`src/rtl/cla_pkg.sv`:
```
// Shared definitions for the chunked carry-lookahead adders.
// Contents: chunk width, controller FSM state type, and helpers that derive the
// chunk count and the chunk-index counter width from an operand width.
package cla_pkg;

    localparam int unsigned CHUNK_W = 6;

    typedef enum logic [1:0] {
        ST_IDLE = 2'd0,
        ST_RUN  = 2'd1,
        ST_DONE = 2'd2
    } state_t;

    // Number of CHUNK_W-bit chunks in a WIDTH-bit operand
    function automatic int unsigned calc_nchunk(input int unsigned width);
        return width / CHUNK_W;
    endfunction

    // Chunk-index counter width, never narrower than one bit
    function automatic int unsigned calc_cw(input int unsigned width);
        int unsigned n;
        n = width / CHUNK_W;
        return (n <= 1) ? 1 : $clog2(n);
    endfunction

endpackage

```
`src/rtl/cla6_slice.sv`:
```
// Combinational 6-bit generate/propagate carry-lookahead adder slice.
// Ports:
//   a6, b6 : 6-bit addends
//   cin    : carry into bit 0
//   s6     : 6-bit sum
//   c5     : carry into bit 5 (used for signed-overflow detection)
//   cout   : carry out of bit 5
module cla6_slice (
    input  logic [5:0] a6,
    input  logic [5:0] b6,
    input  logic       cin,
    output logic [5:0] s6,
    output logic       c5,
    output logic       cout
);

    logic [5:0] w_g;
    logic [5:0] w_p;
    logic [6:1] w_c;

    assign w_g = a6 & b6;
    assign w_p = a6 ^ b6;

    // Flattened lookahead equations: every carry depends only on g, p and cin
    assign w_c[1] = w_g[0] | (w_p[0] & cin);
    assign w_c[2] = w_g[1] | (w_p[1] & w_g[0]) | (&w_p[1:0] & cin);
    assign w_c[3] = w_g[2] | (w_p[2] & w_g[1]) | (&w_p[2:1] & w_g[0])
                  | (&w_p[2:0] & cin);
    assign w_c[4] = w_g[3] | (w_p[3] & w_g[2]) | (&w_p[3:2] & w_g[1])
                  | (&w_p[3:1] & w_g[0]) | (&w_p[3:0] & cin);
    assign w_c[5] = w_g[4] | (w_p[4] & w_g[3]) | (&w_p[4:3] & w_g[2])
                  | (&w_p[4:2] & w_g[1]) | (&w_p[4:1] & w_g[0])
                  | (&w_p[4:0] & cin);
    assign w_c[6] = w_g[5] | (w_p[5] & w_g[4]) | (&w_p[5:4] & w_g[3])
                  | (&w_p[5:3] & w_g[2]) | (&w_p[5:2] & w_g[1])
                  | (&w_p[5:1] & w_g[0]) | (&w_p[5:0] & cin);

    assign s6   = w_p ^ {w_c[5:1], cin};
    assign c5   = w_c[5];
    assign cout = w_c[6];

endmodule

```
`src/rtl/cla_serial_add_ctrl.sv`:
```
// Serial add/subtract sequencer: one shared 6-bit CLA slice processes a
// WIDTH-bit operation one chunk per cycle, LSB chunk first, with the chunk
// carry registered between cycles. One operation in flight at a time.
// Ports:
//   clk, rst            : clock, synchronous active-high reset
//   in_valid/in_ready   : operand handshake (in_ready high only in IDLE)
//   op                  : 0 = a+b, 1 = a-b
//   a, b                : WIDTH-bit operands
//   out_valid/out_ready : result handshake (out_valid high only in DONE)
//   sum, cout, ovf      : result, carry out of MSB, signed overflow
module cla_serial_add_ctrl
    import cla_pkg::*;
#(
    parameter int unsigned WIDTH = 24
) (
    input  logic             clk,
    input  logic             rst,
    input  logic             in_valid,
    output logic             in_ready,
    input  logic             op,
    input  logic [WIDTH-1:0] a,
    input  logic [WIDTH-1:0] b,
    output logic             out_valid,
    input  logic             out_ready,
    output logic [WIDTH-1:0] sum,
    output logic             cout,
    output logic             ovf
);

    localparam int unsigned NCHUNK = calc_nchunk(WIDTH);
    localparam int unsigned CW     = calc_cw(WIDTH);

    if (((WIDTH % CHUNK_W) != 0) || (WIDTH < CHUNK_W)) begin : g_bad_width
        $error("cla_serial_add_ctrl: WIDTH must be a non-zero multiple of 6");
    end

    state_t           r_state;
    state_t           w_state_nxt;
    logic [WIDTH-1:0] r_a;
    logic [WIDTH-1:0] r_b;
    logic [CW-1:0]    r_idx;
    logic             r_carry;

    logic [31:0]      w_base;
    logic [WIDTH-1:0] w_a_sh;
    logic [WIDTH-1:0] w_b_sh;
    logic [WIDTH-1:0] w_mask;
    logic [5:0]       w_s6;
    logic             w_c5;
    logic             w_cout;
    logic             w_last;

    assign in_ready  = (r_state == ST_IDLE);
    assign out_valid = (r_state == ST_DONE);
    assign w_last    = (r_idx == CW'(NCHUNK - 1));

    // Steer the current chunk onto the shared slice via shifts
    assign w_base = CHUNK_W * 32'(r_idx);
    assign w_a_sh = r_a >> w_base;
    assign w_b_sh = r_b >> w_base;
    assign w_mask = WIDTH'(6'h3f) << w_base;

    cla6_slice u_slice (
        .a6   (w_a_sh[5:0]),
        .b6   (w_b_sh[5:0]),
        .cin  (r_carry),
        .s6   (w_s6),
        .c5   (w_c5),
        .cout (w_cout)
    );

    // FSM state register
    always_ff @(posedge clk) begin
        if (rst) begin
            r_state <= ST_IDLE;
        end else begin
            r_state <= w_state_nxt;
        end
    end

    // FSM next-state logic
    always_comb begin
        w_state_nxt = r_state;
        case (r_state)
            ST_IDLE: if (in_valid) w_state_nxt = ST_RUN;
            ST_RUN:  if (w_last)   w_state_nxt = ST_DONE;
            ST_DONE: if (out_ready) w_state_nxt = ST_IDLE;
            default: w_state_nxt = ST_IDLE;
        endcase
    end

    // Operand capture, per-chunk datapath and result registers
    always_ff @(posedge clk) begin
        if (rst) begin
            r_a     <= '0;
            r_b     <= '0;
            r_idx   <= '0;
            r_carry <= 1'b0;
            sum     <= '0;
            cout    <= 1'b0;
            ovf     <= 1'b0;
        end else begin
            case (r_state)
                ST_IDLE: begin
                    if (in_valid) begin
                        // Subtract is a + ~b + 1: invert b, seed carry with op
                        r_a     <= a;
                        r_b     <= op ? ~b : b;
                        r_carry <= op;
                        r_idx   <= '0;
                        sum     <= '0;
                    end
                end
                ST_RUN: begin
                    sum     <= (sum & ~w_mask) | (WIDTH'(w_s6) << w_base);
                    r_carry <= w_cout;
                    r_idx   <= r_idx + CW'(1);
                    if (w_last) begin
                        cout <= w_cout;
                        ovf  <= w_c5 ^ w_cout;
                    end
                end
                default: begin
                end
            endcase
        end
    end

endmodule

```
`config.mk`:
```
export PLATFORM = sky130hd
export DESIGN_NAME = cla_serial_add_ctrl
export DESIGN_NICKNAME = d
export VERILOG_FILES = /design/src/rtl/cla_pkg.sv /design/src/rtl/cla6_slice.sv /design/src/rtl/cla_serial_add_ctrl.sv
export SDC_FILE = /design/constraint.sdc
export NUM_CORES = 1
export LEC_CHECK = 0
export ABC_AREA = 1
export CAP_MARGIN = 20
export CORE_ASPECT_RATIO = 0.6
export CORE_MARGIN = 5
export CORE_UTILIZATION = 55
export DETAILED_ROUTE_END_ITERATION = 10
export PLACE_DENSITY = 0.84
export RECOVER_POWER = 50
export SLEW_MARGIN = 20
export SYNTH_ARGS = -nofsm -noshare
export SYNTH_HDL_FRONTEND = slang
export SYNTH_HIERARCHICAL = 1
export SYNTH_SLANG_ARGS = --single-unit
```
`constraint.sdc`:
```
create_clock -name clk -period 5.4 [get_ports clk]
set_input_delay 1.62 -clock clk [delete_from_list [all_inputs] [get_ports clk]]
set_output_delay 1.62 -clock clk [all_outputs]
set_load 0.01 [all_outputs]
```
==> flow_summary.ini, run 1 <==
[timing]
worst_slack_ps = 1350
drv_slew = 125
finalCriticalPeriod_ps = 4050
clock_skew_ps = 5.49
finalSetupTns_ps = 0
hold_viol = 0
setup_violations = 0
tightest_slew_ps = 2860
rsz0062_at_grt = false
finalCritPeriodShare_pct = 75.0
max-slew-margin-rel_pct = -90.4
max_freq_mhz = 247

[power_and_ir_drop]
intPower_w = 0.00114
cellPowerDensity_nw_per_um2 = 324
combinationalPowerShare_pct = 25.2
p_seq_share_pct = 38.7
clkPwrFrac_pct = 36.0
p_sw_share_pct = 31.9
vdd_drop_max_v = 0.000184
p_leak_nw = 2.08
p_sw_w = 0.000534

[drt]
ant_nets = 0
avgViaCountPerCell = 5.55
vias = 3960
drcViolationCount = 0
first_iter_violations = 350
first_pass_iters = 5
wl_um = 11100
wl_per_cell_um = 15.5

[global_routing]
grt_pass1_vias = 3795
globalRouteMet1Util_pct = 33.8
busiest_layer = met2
grt_max_degree = 73
grt_pass1_wl_um = 18200
grt_util_met2_pct = 35.2
grt-ovfl-total = 0
antenna_found_initial = 0
grt_usage_pct = 24.0
use_met3_pct = 7.49

[critical_path]
cp_data_required_time_ps = 5630
path_class = input port to flop
worstPathArrival_ps = 4280
cp-end-kind = flop
crit_fanout = 72
cp-start-kind = input port
critPathMostFrequentCell = nor2_1
max_stage_delay_ps = 1230
slowest_stage = clkbuf_2
path_cells = dlygate4sd3_1, inv_1, nor2_1, clkbuf_2, nor2_1, a211oi_2

[cts]
cts_tree = built
cts_resized = 0
cts_setup_buffers = 0
path_clk_slew_ps = 60
cts_buffers = 9
clock_path_buffers = 2
holdBufCountCts = 0
cts.sinks = 79
clk_latency_ps = 340
ctsHtreeMaxLevel = 3
root_buffer = clkbuf_16

[yosys]
yosys_register_bits = 79
syn-instance-count = 545
yosysWarnings = 6
synth_area_leaders = dfxtp_1, nor2_1, nand2_1, a211oi_2, o21ai_0
synth_top_area_share_pct = 38.0
synth.distinct_cells = 32
syn_area_um2 = 4160
syn-mean-instance-area_um2 = 7.63
yosys.area.top_type = dfxtp_1
syn_nets = 611
ys_seq_area_share_pct = 38.0

[place]
gp_congestion = 0.975
portBuffers = 80
hpwl_um = 7830
post_dp_cell_area_um2 = 4900
placedCellCount = 698
dp_slack_ps = 1920

[min_path]
hp-class = flop to flop

[floorplanning]
initial_core_util_pct = 57.0
core-area_um2 = 7300
die_height_um = 77.3
io_pins = 81
num_rows = 24
die_area_um2 = 9450
die_w_um = 122

[layout]
post-route-util_pct = 70.9
fill_cells = 610
antenna_cells = 0
drive_above_1_share_pct = 9.84
area_growth_syn_to_layout_pct = 24.4
final_cells = 714
design_area_um2 = 5170
register_area_um2 = 1580
nets = 671
multiInputGateArea_um2 = 2250

[outcome]
outcome = complete, but fails checks
violations = capacitance limit, slew limit

[job]
maxCapViolCount = 2
## cell usage in the layout (no fill, tap or decap), types with 12 or more instances in the layout
cell | synthesis | final
nor2_1 | 104 | 105
nand2_1 | 83 | 85
dfxtp_1 | 79 | 79
o21ai_0 | 54 | 54
clkdlybuf4s50_1 | 0 | 50
a21oi_1 | 33 | 33
dlygate4sd3_1 | 0 | 28
xnor2_1 | 26 | 26
a211oi_2 | 24 | 24
inv_1 | 23 | 23
nand3_1 | 21 | 21
nand4_1 | 17 | 17
o22ai_1 | 12 | 12
ha_1 | 12 | 12
## flip-flops by register name, indices dropped and copies added, names as in the netlist
name / count
cout: 1
ovf: 1
r_a: 24
r_b: 24
r_carry: 1
r_idx: 2
r_state: 2
sum: 24
## worst max-delay path: cells and delay by family
family | cells | cell delay (ps)
buf+inv | 3 | 1820
simple gates | 2 | 540
compound gates | 1 | 230
## per-stage QoR
| step | power, W | hold WS, ps |
|---|---|---|
| 2_1_floorplan | 0.000956 | 450 |
| 3_3_place_gp | 0.00106 | 448 |
| 3_5_place_dp | 0.00108 | 459 |
| 4_1_cts | 0.00168 | 469 |
| 5_1_grt | 0.00176 | 485 |
| 6_report | 0.00168 | 460 |
## Yosys cell counts
library cell / count
nand2_1: 83
buf_4: 5
ha_1: 12
buf_2: 9
a21oi_2: 2
and2_4: 1
buf_6: 5
nand2_2: 4
o21ai_0: 54
xor2_1: 1
inv_1: 23
nor2_4: 2
clkinv_1: 1
nor2_1: 104
inv_2: 3
xnor2_1: 26
buf_1: 1
a21oi_1: 33
clkbuf_2: 1
a211oi_2: 24
nor3_1: 1
a31oi_2: 1
nor2_2: 3
nand3_1: 21
buf_8: 1
clkbuf_1: 13
o22ai_1: 12
nand4_1: 17
dfxtp_1: 79
fa_1: 1
nand3_2: 1
nand2_4: 1
## final timing paths
check	cells past startpoint	slack [ps]	end	startpoint
max	6	1350	r_b[6]	in_valid
min	2	460	sum[14]	sum[14]
max reg2reg	16	2120	sum[9]	r_idx[1]
min reg2reg	2	460	sum[14]	sum[14]
## layout make-up
class,instances,area share (%)
clock inverter,7,1.35
clock buffer,9,4.35
tap,104,2.52
multi-input combinational,404,43.5
inverter,27,1.96
timing repair buffer,84,15.7
sequential,79,30.6
## layer usage
metal,part of all wire [%],wire [µm]
met5,0,0
met3,10,1140
met4,1.7,183
met2,42,4600
met1,46,5130
## cells by family after synthesis
kind of cell | synth area share [%]
XOR/XNOR | 5.69
AO/OA/AOI/OAI | 20.2
buffers and inverters | 7.53
AND/OR/NAND/NOR | 24.4
flip-flops | 38.0
adder cells (fa/ha/maj) | 4.09
## power groups by stage
stage	clock (W)	combinational [W]	sequential [W]
floorplan	0	0.000299	0.000657
global placement	0	0.000400	0.000660
detailed placement	0	0.000415	0.000661
CTS	0.000611	0.000418	0.000649
global route	0.000638	0.000470	0.000654
finish	0.000605	0.000423	0.000650
Note: power is estimated with default switching activity, not from simulation.
==> inputs of run 2 (changes only) <==
--- a/config.mk
+++ b/config.mk
@@ -9,9 +9,9 @@
 export CAP_MARGIN = 20
 export CORE_ASPECT_RATIO = 0.6
 export CORE_MARGIN = 5
-export CORE_UTILIZATION = 55
+export CORE_UTILIZATION = 52
 export DETAILED_ROUTE_END_ITERATION = 10
-export PLACE_DENSITY = 0.84
+export PLACE_DENSITY = 0.8
 export RECOVER_POWER = 50
 export SLEW_MARGIN = 20
 export SYNTH_ARGS = -nofsm -noshare
==> constraint.sdc (replaced) <==
create_clock -name clk -period 3.79 [get_ports clk]
set_input_delay 1.137 -clock clk [delete_from_list [all_inputs] [get_ports clk]]
set_output_delay 1.137 -clock clk [all_outputs]
set_load 0.01 [all_outputs]
==> run 2 against run 1 <==
Effect of this change:
- the run now ends clean
- setup slack worse by 340 ps
- sequential share of layout area grew 0.15 points
- highest routed layer unchanged
- critical path type is now flop to flop
- routed wire length hardly changed
- worst hold slack better by 1.2 ps
- non-clock buffer count up 1
- final cell count grew 0.56%
- combinational power up 41%
- core utilization is 5.1 points lower
- power rose by 42%
==> flow_summary.ini, run 2 (synthesis gave the netlist of run 1 again) <==
[timing]
rsz0062_at_grt = false
finalCriticalPeriod_ps = 2780
max-slew-margin-rel_pct = 20.1
hold_viol = 0
finalCritPeriodShare_pct = 73.5
clock_skew_ps = 7.75
tightest_slew_ps = 1200
setup_violations = 0
finalSetupTns_ps = 0
max_freq_mhz = 359
drv_slew = 0

[drt]
wl_per_cell_um = 15.4
first_iter_violations = 451
drcViolationCount = 0
first_pass_iters = 5
vias = 4023
avgViaCountPerCell = 5.60
ant_nets = 0
wl_um = 11000

[layout]
fill_cells = 682
nets = 672
final_common_cell = nor2_1
antenna_cells = 0
layout_common_cells = nor2_1, nand2_1, dfxtp_1, clkdlybuf4s50_1, o21ai_0
reg_top3 = r_a x24, r_b x24, sum x24
area_growth_syn_to_layout_pct = 23.8
drive_above_1_share_pct = 7.70

[power_and_ir_drop]
p_sw_w = 0.000725
combinationalPowerShare_pct = 25.0
clkPwrFrac_pct = 36.2
p_seq_share_pct = 38.9
p_sw_share_pct = 30.4
cellPowerDensity_nw_per_um2 = 463
intPower_w = 0.00166
p_leak_nw = 2.00
total_power_w = 0.00239
vdd_drop_max_v = 0.000289

[place]
hpwl_um = 7790
gp_congestion = 0.937
portBuffers = 80

[global_routing]
grt-ovfl-total = 0
grt_util_met2_pct = 35.6
grt_pass1_wl_um = 18700
antenna_found_initial = 0
grt_max_degree = 76
busiest_layer = met2
grt_pass1_vias = 3892
grt_usage_pct = 23.0
globalRouteMet1Util_pct = 30.7
use_met3_pct = 7.86

[cts]
holdBufCountCts = 0
cts_buffers = 9
ctsHtreeMaxLevel = 3
cts_resized = 0
cts_setup_buffers = 0
clk_latency_ps = 340
cts.sinks = 79
root_buffer = clkbuf_16
path_clk_slew_ps = 60
clock_path_buffers = 2
cts_tree = built

[floorplanning]
core-area_um2 = 7820
die_height_um = 79.3
die_w_um = 125
io_pins = 81
die_area_um2 = 9940
num_rows = 25
initial_core_util_pct = 53.2

[critical_path]
max_stage_delay_ps = 390
critPathMostFrequentCell = nand2_1
slowest_stage = dfxtp_1
path_cells = inv_1, o21ai_0, o22ai_1, ha_1, nand3_1, nand3_2, nand2_1, nand3_1, nand2_1, nand2_1, nand2_1, nand3_1, nand2_1, nand2_1, a21oi_1
cp-end-kind = flop
crit_fanout = 14
path_class = flop to flop
cp-start-kind = flop
worstPathArrival_ps = 3030
cp_data_required_time_ps = 4040

[outcome]
outcome = completed

[job]
maxCapViolCount = 0

[min_path]
hp-class = flop to flop
## run 2: cell count changes in the layout (fill, tap and decap cells not counted), sizes merged
cell           previous run  this run
buf                       4         5
clkbuf                   11        13
clkdlybuf4s50            50        77
clkinv                    4         2
dlygate4sd3              28         2
inv                      28        26
## run 2: power groups by stage
stage	Sequential, W	Combinational [W]	Clock [W]
global route	0.000932	0.000663	0.000914
detailed placement	0.000942	0.000590	0
CTS	0.000926	0.000597	0.000874
finish	0.000927	0.000595	0.000863
global placement	0.000941	0.000572	0
floorplan	0.000936	0.000426	0
## run 2: stage by stage
step	area (µm²)	cells	worst slack [ps]	utilization (%)	hold slack, ps
2_1_floorplan	4160	545	1450	-	450
3_3_place_gp	4930	703	1200	63.0	453
3_5_place_dp	4930	703	1140	63.0	455
4_1_cts	5230	718	1130	66.8	464
5_1_grt	5150	718	797	65.8	481
6_report	5150	718	1010	65.8	462
## run 2: final cells by class
class	count	area, µm²	share of cell area (%)
Clock buffer	12	256	4.98
Sequential cell	79	1580	30.7
Clock inverter	3	42.5	0.826
Tap cell	108	135	2.63
Inverter	27	101	1.97
Multi-Input combinational cell	404	2190	42.5
Timing Repair Buffer	85	843	16.4
## run 2: path summary, 6_finish.rpt
kind	start	endpoint	slack (ps)	cells after the start
setup / recovery	r_idx[1]	sum[8]	1010	15
hold / removal	sum[7]	sum[7]	460	2
setup reg to reg	r_idx[1]	sum[8]	1010	15
hold reg to reg	sum[7]	sum[7]	460	2
## run 2: metal layers
| layer | vias up | wire (µm) |
|---|---|---|
| met5 | - | 0 |
| met2 | 232 | 4700 |
| met3 | 13 | 1120 |
| met4 | 0 | 114 |
| li1 | 1941 | - |
| met1 | 1837 | 5110 |
## run 2: worst max-delay path: cells and delay by family (launching register included)
family          cells  cell delay, ps
simple gates       10            1060
flops               1             390
fa+ha+maj           1             310
compound gates      3             600
buf+inv             1             330
==> inputs of run 3 (changes only) <==
--- a/config.mk
+++ b/config.mk
@@ -9,9 +9,9 @@
 export CAP_MARGIN = 20
 export CORE_ASPECT_RATIO = 0.6
 export CORE_MARGIN = 5
-export CORE_UTILIZATION = 52
+export CORE_UTILIZATION = 47
 export DETAILED_ROUTE_END_ITERATION = 10
-export PLACE_DENSITY = 0.8
+export PLACE_DENSITY = 0.76
 export RECOVER_POWER = 50
 export SLEW_MARGIN = 20
 export SYNTH_ARGS = -nofsm -noshare
==> constraint.sdc (replaced) <==
create_clock -name clk -period 2.5 [get_ports clk]
set_input_delay 0.75 -clock clk [delete_from_list [all_inputs] [get_ports clk]]
set_output_delay 0.75 -clock clk [all_outputs]
set_load 0.01 [all_outputs]
==> run 3 against run 2 <==
Effect of this change:
- sequential power is 52% higher
- global-route usage is 2.0 points lower
- die area is 9.5% higher
- sequential share of layout area is 1.6 points lower
- largest power group unchanged
- final cell count is 2.9% higher
- largest cell class unchanged
- routed wire length is 4.1% higher
- core utilization is 2.1 points lower
==> flow_summary.ini, run 3 (synthesis gave the netlist of run 1 again) <==
[critical_path]
critPathTopFamily = simple AND/OR/NAND/NOR gates
cp_data_required_time_ps = 2690
max_stage_delay_ps = 360
rr_worst_depth = 16
startpoint = r_idx[1]
critPathCapture = sum[11]
critical_path_depth = 16
cp-start-kind = flop
reg2reg_to = sum[11]
crit_fanout = 13
rr_startpoint = r_idx[1]
critPathMostFrequentCell = nand2_1
cp-end-kind = flop
path_class = flop to flop
path_buf_inv = 1
path_cells = buf_6, o21ai_0, o22ai_1, ha_1, nand2_1, nand3_4, nand2_1, nand2_1, nand2_1, nand2_1, nand2_1, nand2_1, nand2_1, nand2_1, nand2_1, a21oi_1
worstPathArrival_ps = 2590
slowest_stage = dfxtp_1
reg2reg_slack_ps = 100

[drt]
wl_per_cell_um = 15.6
drcViolationCount = 0
avgViaCountPerCell = 5.40
wl_um = 11500
first_iter_violations = 299
ant_nets = 0
first_pass_iters = 6
vias = 3989

[timing]
max-slew-margin-rel_pct = 55.3
finalCritPeriodShare_pct = 96.2
tightest_slew_ps = 671
finalCriticalPeriod_ps = 2400
setup_violations = 0
hold_viol = 0
clock_skew_ps = 5.70
worst_slack_ps = 95.3
max_freq_mhz = 416
drv_slew = 0

[min_path]
hp-class = flop to flop

[power_and_ir_drop]
p_leak_nw = 2.11
total_power_w = 0.00372
vdd_drop_max_v = 0.000416
cellPowerDensity_nw_per_um2 = 682

[cts]
path_clk_slew_ps = 60
clk_latency_ps = 340
ctsHtreeMaxLevel = 3
root_buffer = clkbuf_16
cts_buffers = 9
cts_tree = built
clock_path_buffers = 2
cts.sinks = 79

[job]
maxCapViolCount = 0

[layout]
multiInputGateArea_um2 = 2320
reg_top3 = r_a x24, r_b x24, sum x24
layout_common_cells = nor2_1, nand2_1, clkdlybuf4s50_1, dfxtp_1, o21ai_0
antenna_cells = 0
post-route-util_pct = 63.7
register_area_um2 = 1590
drive_above_1_share_pct = 14.4
nets = 688
final_cells = 739
final_common_cell = nor2_1
area_growth_syn_to_layout_pct = 31.1
fill_cells = 764

[floorplanning]
io_pins = 81
initial_core_util_pct = 48.6
die_area_um2 = 10900
die_height_um = 82.8
core-area_um2 = 8560
die_w_um = 131
num_rows = 26

[global_routing]
grt_usage_pct = 21.0
grt_pass1_vias = 3858
grt-ovfl-total = 0
grt_max_degree = 52
antenna_found_initial = 0
grt_pass1_wl_um = 19200

[place]
dp_slack_ps = 20.5
gp_congestion = 0.924
placedCellCount = 716
hpwl_um = 8270
portBuffers = 80

[outcome]
outcome = completed
[run 3: cell types whose count changed in the layout (fill, tap and decap cells not counted), moves of 4 or more]
cell / previous run / this run
nand2_1: 84 / 80
buf_4: 3 / 15
a211oi_2: 11 / 24
nand2_2: 3 / 7
a211oi_1: 13 / 0
[run 3: layout make-up]
type | count | area share [%]
clock buffer | 13 | 4.59
sequential | 79 | 29.1
multi-input combinational | 404 | 42.6
inverter | 27 | 1.95
clock inverter | 3 | 0.781
tap | 112 | 2.57
timing repair buffer | 101 | 18.5
[run 3: report_power, final]
group | total, W | internal (W) | switching, W | leakage (nW)
Combinational | 0.00102 | 0.000421 | 0.000597 | 1.32
Sequential | 0.00141 | 0.00135 | 0.0000627 | 0.650
Clock | 0.00129 | 0.000799 | 0.000490 | 0.140
[run 3: worst min-delay path by stage]
stage,start,to,slack [ps],cells past startpoint
6_report,sum[14],sum[14],470,2
5_1_grt,sum[20],sum[20],490,2
4_1_cts,sum[7],sum[7],470,2
3_5_place_dp,sum[7],sum[7],460,2
3_3_place_gp,sum[0],sum[0],450,2
2_1_floorplan,r_a[16],r_a[16],450,2
[run 3: timing repair]
action                     CTS  global route
resized for setup            1            23
setup endpoints to repair    1            24
pin swaps                    0             8
hold buffers                 0             0
setup buffers                0             7
[run 3: per-stage QoR]
stage	hold slack, ps	instance area, µm²	setup TNS (ps)
CTS	466	5320	0
global placement	447	5020	0
floorplan	450	4160	0
finish	465	5450	0
global route	486	5450	-89.4
detailed placement	457	5020	0
[run 3: worst register-to-register path: stages (launching register included)]
cell and delay [ps]:
dfxtp_1 360, buf_6 170, o21ai_0 90, o22ai_1 240, ha_1 340, nand2_1 140
nand3_4 120, nand2_1 90, nand2_1 50, nand2_1 70, nand2_1 70, nand2_1 80
nand2_1 120, nand2_1 80, nand2_1 80, nand2_1 80, a21oi_1 70
[run 3: routing by layer]
metal / GRT usage, % / up-vias / share of wire (%)
met5: 0 / - / 0
met4: 5.32 / 0 / 0.97
met3: 6.82 / 14 / 9.4
met2: 29.0 / 203 / 41
met1: 31.2 / 1802 / 49
li1: - / 1970 / -
